==> config.mk <==
export PLATFORM = sky130hd
export DESIGN_NAME = msk_unmask_seq
export DESIGN_NICKNAME = d
export VERILOG_FILES = /design/src/rtl/msk_pkg.sv /design/src/rtl/msk_share_shreg.sv /design/src/rtl/msk_unmask_seq.sv
export SDC_FILE = /design/constraint.sdc
export NUM_CORES = 1
export LEC_CHECK = 0
export ABC_CLOCK_PERIOD_IN_PS = 3310
export CAP_MARGIN = 25
export CORE_MARGIN = 3
export CORE_UTILIZATION = 40
export DETAILED_ROUTE_END_ITERATION = 8
export HOLD_SLACK_MARGIN = 0.03
export PLACE_DENSITY = 0.81
export SLEW_MARGIN = 25
export SYNTH_ARGS = -nofsm -noshare
export SYNTH_HDL_FRONTEND = slang
export SYNTH_SLANG_ARGS = --single-unit
==> constraint.sdc <==
create_clock -name clk -period 3.31 [get_ports clk]
set_clock_uncertainty 0.1 [all_clocks]
set_input_delay 0.662 -clock clk [delete_from_list [all_inputs] [get_ports clk]]
set_output_delay 0.662 -clock clk [all_outputs]
set_load 0.005 [all_outputs]
==> src/rtl/msk_pkg.sv <==
// Shared definitions for the sequential share-recombination datapath:
// FSM encoding, counter sizing and the share slice layout (i*W+b).
package msk_pkg;

  localparam int DEFAULT_SHARES = 2;

  typedef enum logic [1:0] {
    IDLE = 2'd0,
    FOLD = 2'd1,
    HOLD = 2'd2
  } msk_state_t;

  // Fold counter width: $clog2(shares), never narrower than one bit.
  function automatic int cnt_width(input int shares);
    return (shares < 2) ? 1 : $clog2(shares);
  endfunction

  // LSB position of share i in a flattened sharing (bit b lives at i*w+b).
  function automatic int share_lsb(input int i, input int w);
    return i * w;
  endfunction

endpackage

==> src/rtl/msk_share_shreg.sv <==
// Holds the not-yet-folded shares; shifts down one share per fold with
// zero fill so consumed shares never linger in the register.
module msk_share_shreg
  import msk_pkg::*;
#(
  parameter int N_SH = 1,
  parameter int W    = 8
) (
  input  logic              clk,
  input  logic              rst,
  input  logic              load,
  input  logic              shift,
  input  logic              clear,
  input  logic [N_SH*W-1:0] load_data,
  output logic [W-1:0]      sh0
);

  logic [N_SH*W-1:0] sh_q;

  // Share register: clear beats load beats shift; top share refills with 0.
  always_ff @(posedge clk or posedge rst) begin
    if (rst) begin
      sh_q <= '0;
    end else if (clear) begin
      sh_q <= '0;
    end else if (load) begin
      sh_q <= load_data;
    end else if (shift) begin
      sh_q <= sh_q >> W;
    end
  end

  assign sh0 = sh_q[share_lsb(0, W) +: W];

endmodule

==> src/rtl/msk_unmask_seq.sv <==
// Sequential unmasking: accepts one d-share sharing, XOR-folds one share
// per cycle into a register accumulator and offers the recombined word on
// a valid/ready output. Only a single W-bit XOR sits between registers.
module msk_unmask_seq
  import msk_pkg::*;
#(
  parameter int d = DEFAULT_SHARES,
  parameter int W = 8
) (
  input  logic           clk,
  input  logic           rst,
  input  logic [d*W-1:0] in_sh,
  input  logic           in_valid,
  output logic           in_ready,
  output logic [W-1:0]   out_data,
  output logic           out_valid,
  input  logic           out_ready
);

  localparam int                CNT_W    = cnt_width(d);
  localparam logic [CNT_W-1:0]  LAST_CNT = CNT_W'(d - 2);

  msk_state_t       state_q, state_d;
  logic [CNT_W-1:0] cnt_q;
  logic [W-1:0]     acc_q;
  logic [W-1:0]     sh0;
  logic             accept;
  logic             fold;
  logic             hs_out;

  // Share 0 goes straight into the accumulator, so only shares 1..d-1 are stored.
  assign accept = (state_q == IDLE) && in_valid;
  assign fold   = (state_q == FOLD);
  assign hs_out = (state_q == HOLD) && out_ready;

  msk_share_shreg #(
    .N_SH (d - 1),
    .W    (W)
  ) u_shreg (
    .clk       (clk),
    .rst       (rst),
    .load      (accept),
    .shift     (fold),
    .clear     (hs_out),
    .load_data (in_sh[share_lsb(1, W) +: (d - 1) * W]),
    .sh0       (sh0)
  );

  // State register.
  always_ff @(posedge clk or posedge rst) begin
    if (rst) begin
      state_q <= IDLE;
    end else begin
      state_q <= state_d;
    end
  end

  // Next state: fold d-1 times, then hold until the consumer takes the word.
  always_comb begin
    state_d = state_q;
    unique case (state_q)
      IDLE:    if (in_valid) state_d = FOLD;
      FOLD:    if (cnt_q == LAST_CNT) state_d = HOLD;
      HOLD:    if (out_ready) state_d = IDLE;
      default: state_d = IDLE;
    endcase
  end

  // Accumulator and fold counter; acc is wiped once the word is delivered.
  always_ff @(posedge clk or posedge rst) begin
    if (rst) begin
      acc_q <= '0;
      cnt_q <= '0;
    end else if (accept) begin
      acc_q <= in_sh[share_lsb(0, W) +: W];
      cnt_q <= '0;
    end else if (fold) begin
      acc_q <= acc_q ^ sh0;
      cnt_q <= cnt_q + CNT_W'(1);
    end else if (hs_out) begin
      acc_q <= '0;
    end
  end

  // Handshake outputs; out_data is forced to zero whenever it is not valid.
  always_comb begin
    in_ready  = 1'b0;
    out_valid = 1'b0;
    out_data  = '0;
    case (state_q)
      IDLE: in_ready = 1'b1;
      HOLD: begin
        out_valid = 1'b1;
        out_data  = acc_q;
      end
      default: ;
    endcase
  end

endmodule

Yosys cells after proc, flatten, opt, wreduce, memory -nomap -nowiden
Index checks and enable logic that the tools add are counted.
{"block": "totals", "register_bits": 19, "input_bits": 20, "output_inout_bits": 10}
{"block": "classes", "add_sub_neg": 1, "n_eq_ne": 5, "mux": 15, "bitwise_logic": 1, "n_reduce_logical": 6}
{"operator": "two-way mux 8 bit", "count": 7}
{"operator": "bitwise XOR 8 bit", "count": 1}
{"operator": "two-way mux 2 bit", "count": 3}
{"operator": "!= test 2 bit (second input constant)", "count": 3}
{"operator": "case mux 2 bit (3 select lines)", "count": 1}
{"operator": "two-way mux 1 bit", "count": 4}
{"operator": "AND reduction 3 bit", "count": 1}
{"operator": "nonzero test 3 bit", "count": 1}
{"operator": "== test 2 x 1 -> 1 bit (second input constant)", "count": 1}
{"operator": "== test 2 bit (second input constant)", "count": 1}
{"operator": "logical AND 1 bit", "count": 2}
{"operator": "logical NOT 2 bit", "count": 1}
{"operator": "nonzero test 2 bit", "count": 1}
{"operator": "adder 1 bit (second input constant)", "count": 1}

Logic depth before layout (Yosys ltp)
{"block": "depth", "word_depth": 5, "mapped_depth": 5, "depth_no_buf": 3}

By module
From an unflattened synthesis, not the netlist that was laid out.
{"block": "unflattened", "cells_unflattened": 106, "area_unflattened_um2": 991.0}
{"module": "msk_unmask_seq", "instances": 1, "cells_per_inst": 82, "area_per_inst_um2": 663.1, "seq_area_each_um2": 275.3}
{"module": "msk_share_shreg", "instances": 1, "cells_per_inst": 24, "area_per_inst_um2": 327.8, "seq_area_each_um2": 200.2}

Worst setup path after synthesis
No wires, ideal clock.
{"block": "synth_path", "path_kind": "register to output", "startpoint": "register state_q[1]", "endpoint": "output out_data[0]", "arrival_ns": 0.932, "required_time_ns": 2.548, "setup_slack_ns": 1.616, "path_stages_with_launch": 5, "n_path_buf": 2, "path_cell_list": "dfrtp_1 -> buf_6 -> nor2b_1 -> clkbuf_1 -> and2_1"}
{"block": "synth_via", "elab_chain_cells": 2}
{"element": "start, declared", "line": "msk_unmask_seq.sv:23", "rtl": "msk_state_t state_q, state_d;"}
{"element": "start signal, assigned", "line": "msk_unmask_seq.sv:54", "rtl": "state_q <= state_d;"}
{"element": "== test 2 bit", "line": "msk_unmask_seq.sv:90", "rtl": "case (state_q)"}
{"element": "two-way mux 8 bit", "line": "msk_unmask_seq.sv:90"}
{"element": "end, declared", "line": "msk_unmask_seq.sv:15", "rtl": "output logic [W-1:0] out_data,"}
Every way passes these cells.

Worst setup path after layout
{"block": "layout_path", "startpoint": "register state_q[0]", "endpoint": "output out_data[7]"}
Same word-level chain as after synthesis.

==> impl_metrics.env <==
export IMPL_clk_pin_slew_ns=0.11
export IMPL_routedWlPerCell_um=14.4
export IMPL_cts_max_level=1
export IMPL_design_area_um2=1340
export IMPL_synthToLayoutAreaGrowth_pct=31.8
export IMPL_worstRegToRegCells=4
export IMPL_ys_warn_count=0
export IMPL_cts_resized=0
export IMPL_slew_viol_final=0
export IMPL_hold_path_class="reg -> reg"
export IMPL_post_cts_buffers=0
export IMPL_combPwrFrac_pct=48.9
export IMPL_r2r_end="acc_q[4]$_DFFE_PP0P_"
export IMPL_start_util_pct=43.9
export IMPL_required_ns=2.55
export IMPL_cts_tree="done"
export IMPL_clk_latency_ns=0.30
export IMPL_cts_buffer_depth=2
export IMPL_syn_area_um2=1020
export IMPL_p_leak_nw=0.557
export IMPL_dr_pass1_iters=4
export IMPL_cts_hold_buf=0
export IMPL_synth_top_cell_area_share_pct=46.7
export IMPL_die_x_um=56.5
export IMPL_r2r_start="state_q[1]$_DFFE_PP0P_"
export IMPL_hold_depth=1
export IMPL_end_kind="output pin"
export IMPL_whs_endpoint="state_q[1]$_DFFE_PP0P_"
export IMPL_hp_start="cnt_q$_DFFE_PP0P_"
export IMPL_synth_cell_types=27
export IMPL_final_common_cell="clkdlybuf4s50_1"
export IMPL_cp_start_kind="flop"
export IMPL_p_sw_mw=0.370
export IMPL_grt_start_max_net_pins=24
export IMPL_finalSetupViolations=0
export IMPL_num_rows=17
export IMPL_tightest_slew_ns=0.717
export IMPL_syn_area_per_cell_um2=10.7
export IMPL_fin_crit_sh_pct=78.9
export IMPL_synth_nets=115
export IMPL_die_h_um=56.5
export IMPL_wirelength_um=2200
export IMPL_synthTopCellsByArea="dfrtp_1 (47%), a22o_1 (6.9%), a221o_1 (4.9%)"
export IMPL_die_area_um2=3190
export IMPL_final_cell_mix="clkdlybuf4s50_1 (29), dfrtp_1 (19), a22o_1 (8), and2_1 (8)"
export IMPL_p_int_mw=0.657
export IMPL_max_slew_margin_pct=52.2
export IMPL_crit_type="reg -> out"
export IMPL_powerDensity_nw_per_um2=765
export IMPL_synth_cells=95
export IMPL_post_dp_cell_area_um2=1320
export IMPL_drtIter0Drc=16
export IMPL_status="finished clean"
export IMPL_max_cap_violations=0
export IMPL_cts_sinks=19
export IMPL_ant_nets=0
export IMPL_dp_hpwl_um=1670
export IMPL_nets=145
export IMPL_place_inst=148
export IMPL_p_sw_share_pct=36.0
export IMPL_r2r_setup_slack_ns=1.79
export IMPL_rsz0062_at_grt="false"
export IMPL_cts_made_buffers=3
export IMPL_fin_crit_ns=2.61
export IMPL_critPathMaxFanout=10
export IMPL_drive_above_1_share_pct=6.45
export IMPL_max_freq_mhz=383
export IMPL_grt_pass1_wl_um=3620
export IMPL_antenna_cells=0
export IMPL_gp_congestion=0.695
export IMPL_ctsRootBufferMaster="clkbuf_4"
export IMPL_hold_viol_final=0
export IMPL_setup_tns_ns=0
export IMPL_cp_data_arrival_time_ns=1.85
export IMPL_grt_pass1_vias=781
export IMPL_core_um2=2320
export IMPL_num_io_pins=30
export IMPL_synth_seq_cells=19
export IMPL_clkPwrFrac_pct=11.5
export IMPL_grt_usage_pct=14.5
export IMPL_route_detailed_drc=0
export IMPL_vdd_drop_max_mv=0.422
export IMPL_overflow=0
export IMPL_vias_per_cell=5.33
export IMPL_io_buffers=29
export IMPL_seq_power_share_pct=39.7
export IMPL_grt_antenna_before_repair=0
export IMPL_ys_seq_area_share_pct=46.7
export IMPL_yosysTopAreaCell="dfrtp_1"
export IMPL_final_cell_count_no_fill=152
export IMPL_vias=810
export IMPL_power_total_mw=1.03
## worst max path at each step
stage / slack, ns / startpoint / to
4_1_cts: 0.67 / state_q[0]$_DFFE_PP0P_ / out_data[7]
3_5_place_dp: 1.02 / state_q[0]$_DFFE_PP0P_ / out_data[7]
3_3_place_gp: 1.04 / state_q[0]$_DFFE_PP0P_ / out_data[7]
5_1_grt: 0.52 / state_q[0]$_DFFE_PP0P_ / out_data[7]
6_report: 0.70 / state_q[0]$_DFFE_PP0P_ / out_data[7]
2_1_floorplan: 1.62 / state_q[1]$_DFFE_PP0P_ / out_data[0]
## synth_stat cells, drive strengths merged
master   count
a22o         8
a21boi       3
xnor2        5
a21o         1
clkbuf       1
o2bb2ai      3
nor3b        5
nor2         3
o21ai        3
nor2b        4
a21oi        1
or3          1
a2bb2oi      3
nand2b       6
inv          3
nand2        5
and2         9
o22ai        1
and3b        1
buf          5
dfrtp       19
a221o        5
## worst max-delay path, stage by stage, from the launching register on
cell and delay, ns:
dfrtp_1 0.39, nor2b_1 0.44, and2_1 0.22, clkdlybuf4s50_1 0.50
## per-layer routing
layer	track usage (%)	part of all wire, %	vias up
met2	25.6	51	23
met1	17.5	44	386
li1	-	-	396
met4	4.07	1.0	0
met3	3.22	4.4	5
met5	0	0	-
## final cells by class
type,count,area (µm²)
clock buffers,4,26.3
fillers,206,976
inverters,3,11.3
multi-input cells,67,489
flip-flops and latches,19,475
well taps,28,35.0
repair buffers,31,305
## power groups by stage
stage                     Sequential (mW)  Combinational, mW  Clock (mW)
after floorplan                     0.389              0.377           0
after global placement              0.405              0.487           0
after detailed placement            0.410              0.507           0
after CTS                           0.406              0.508       0.120
after global routing                0.415              0.550       0.126
final                               0.407              0.502       0.118
## sequential cells by signal (all words and copies together), names as in the netlist
signal,cells
acc_q,8
cnt_q,1
state_q,2
u_shreg.sh0,8
## cells by family (layout without fill, tap and decap cells)
kind of cell	Yosys count	in the layout	share of synthesized area (%)
AND/OR/NAND/NOR	34	34	20.9
buffers and inverters	9	38	5.28
XOR/XNOR	5	5	4.30
AO/OA/AOI/OAI	28	28	22.9
flip-flops	19	19	46.7
## through the flow
| stage | util [%] | setup slack (ns) | hold slack (ns) |
|---|---|---|---|
| global placement | 56.8 | 1.04 | 0.371 |
| detailed placement | 56.8 | 1.02 | 0.387 |
| finish | 57.9 | 0.700 | 0.408 |
| global route | 57.9 | 0.521 | 0.418 |
| floorplan | - | 1.62 | 0.355 |
| CTS | 57.9 | 0.672 | 0.405 |
No activity file was read; power rests on OpenSTA's default activity.
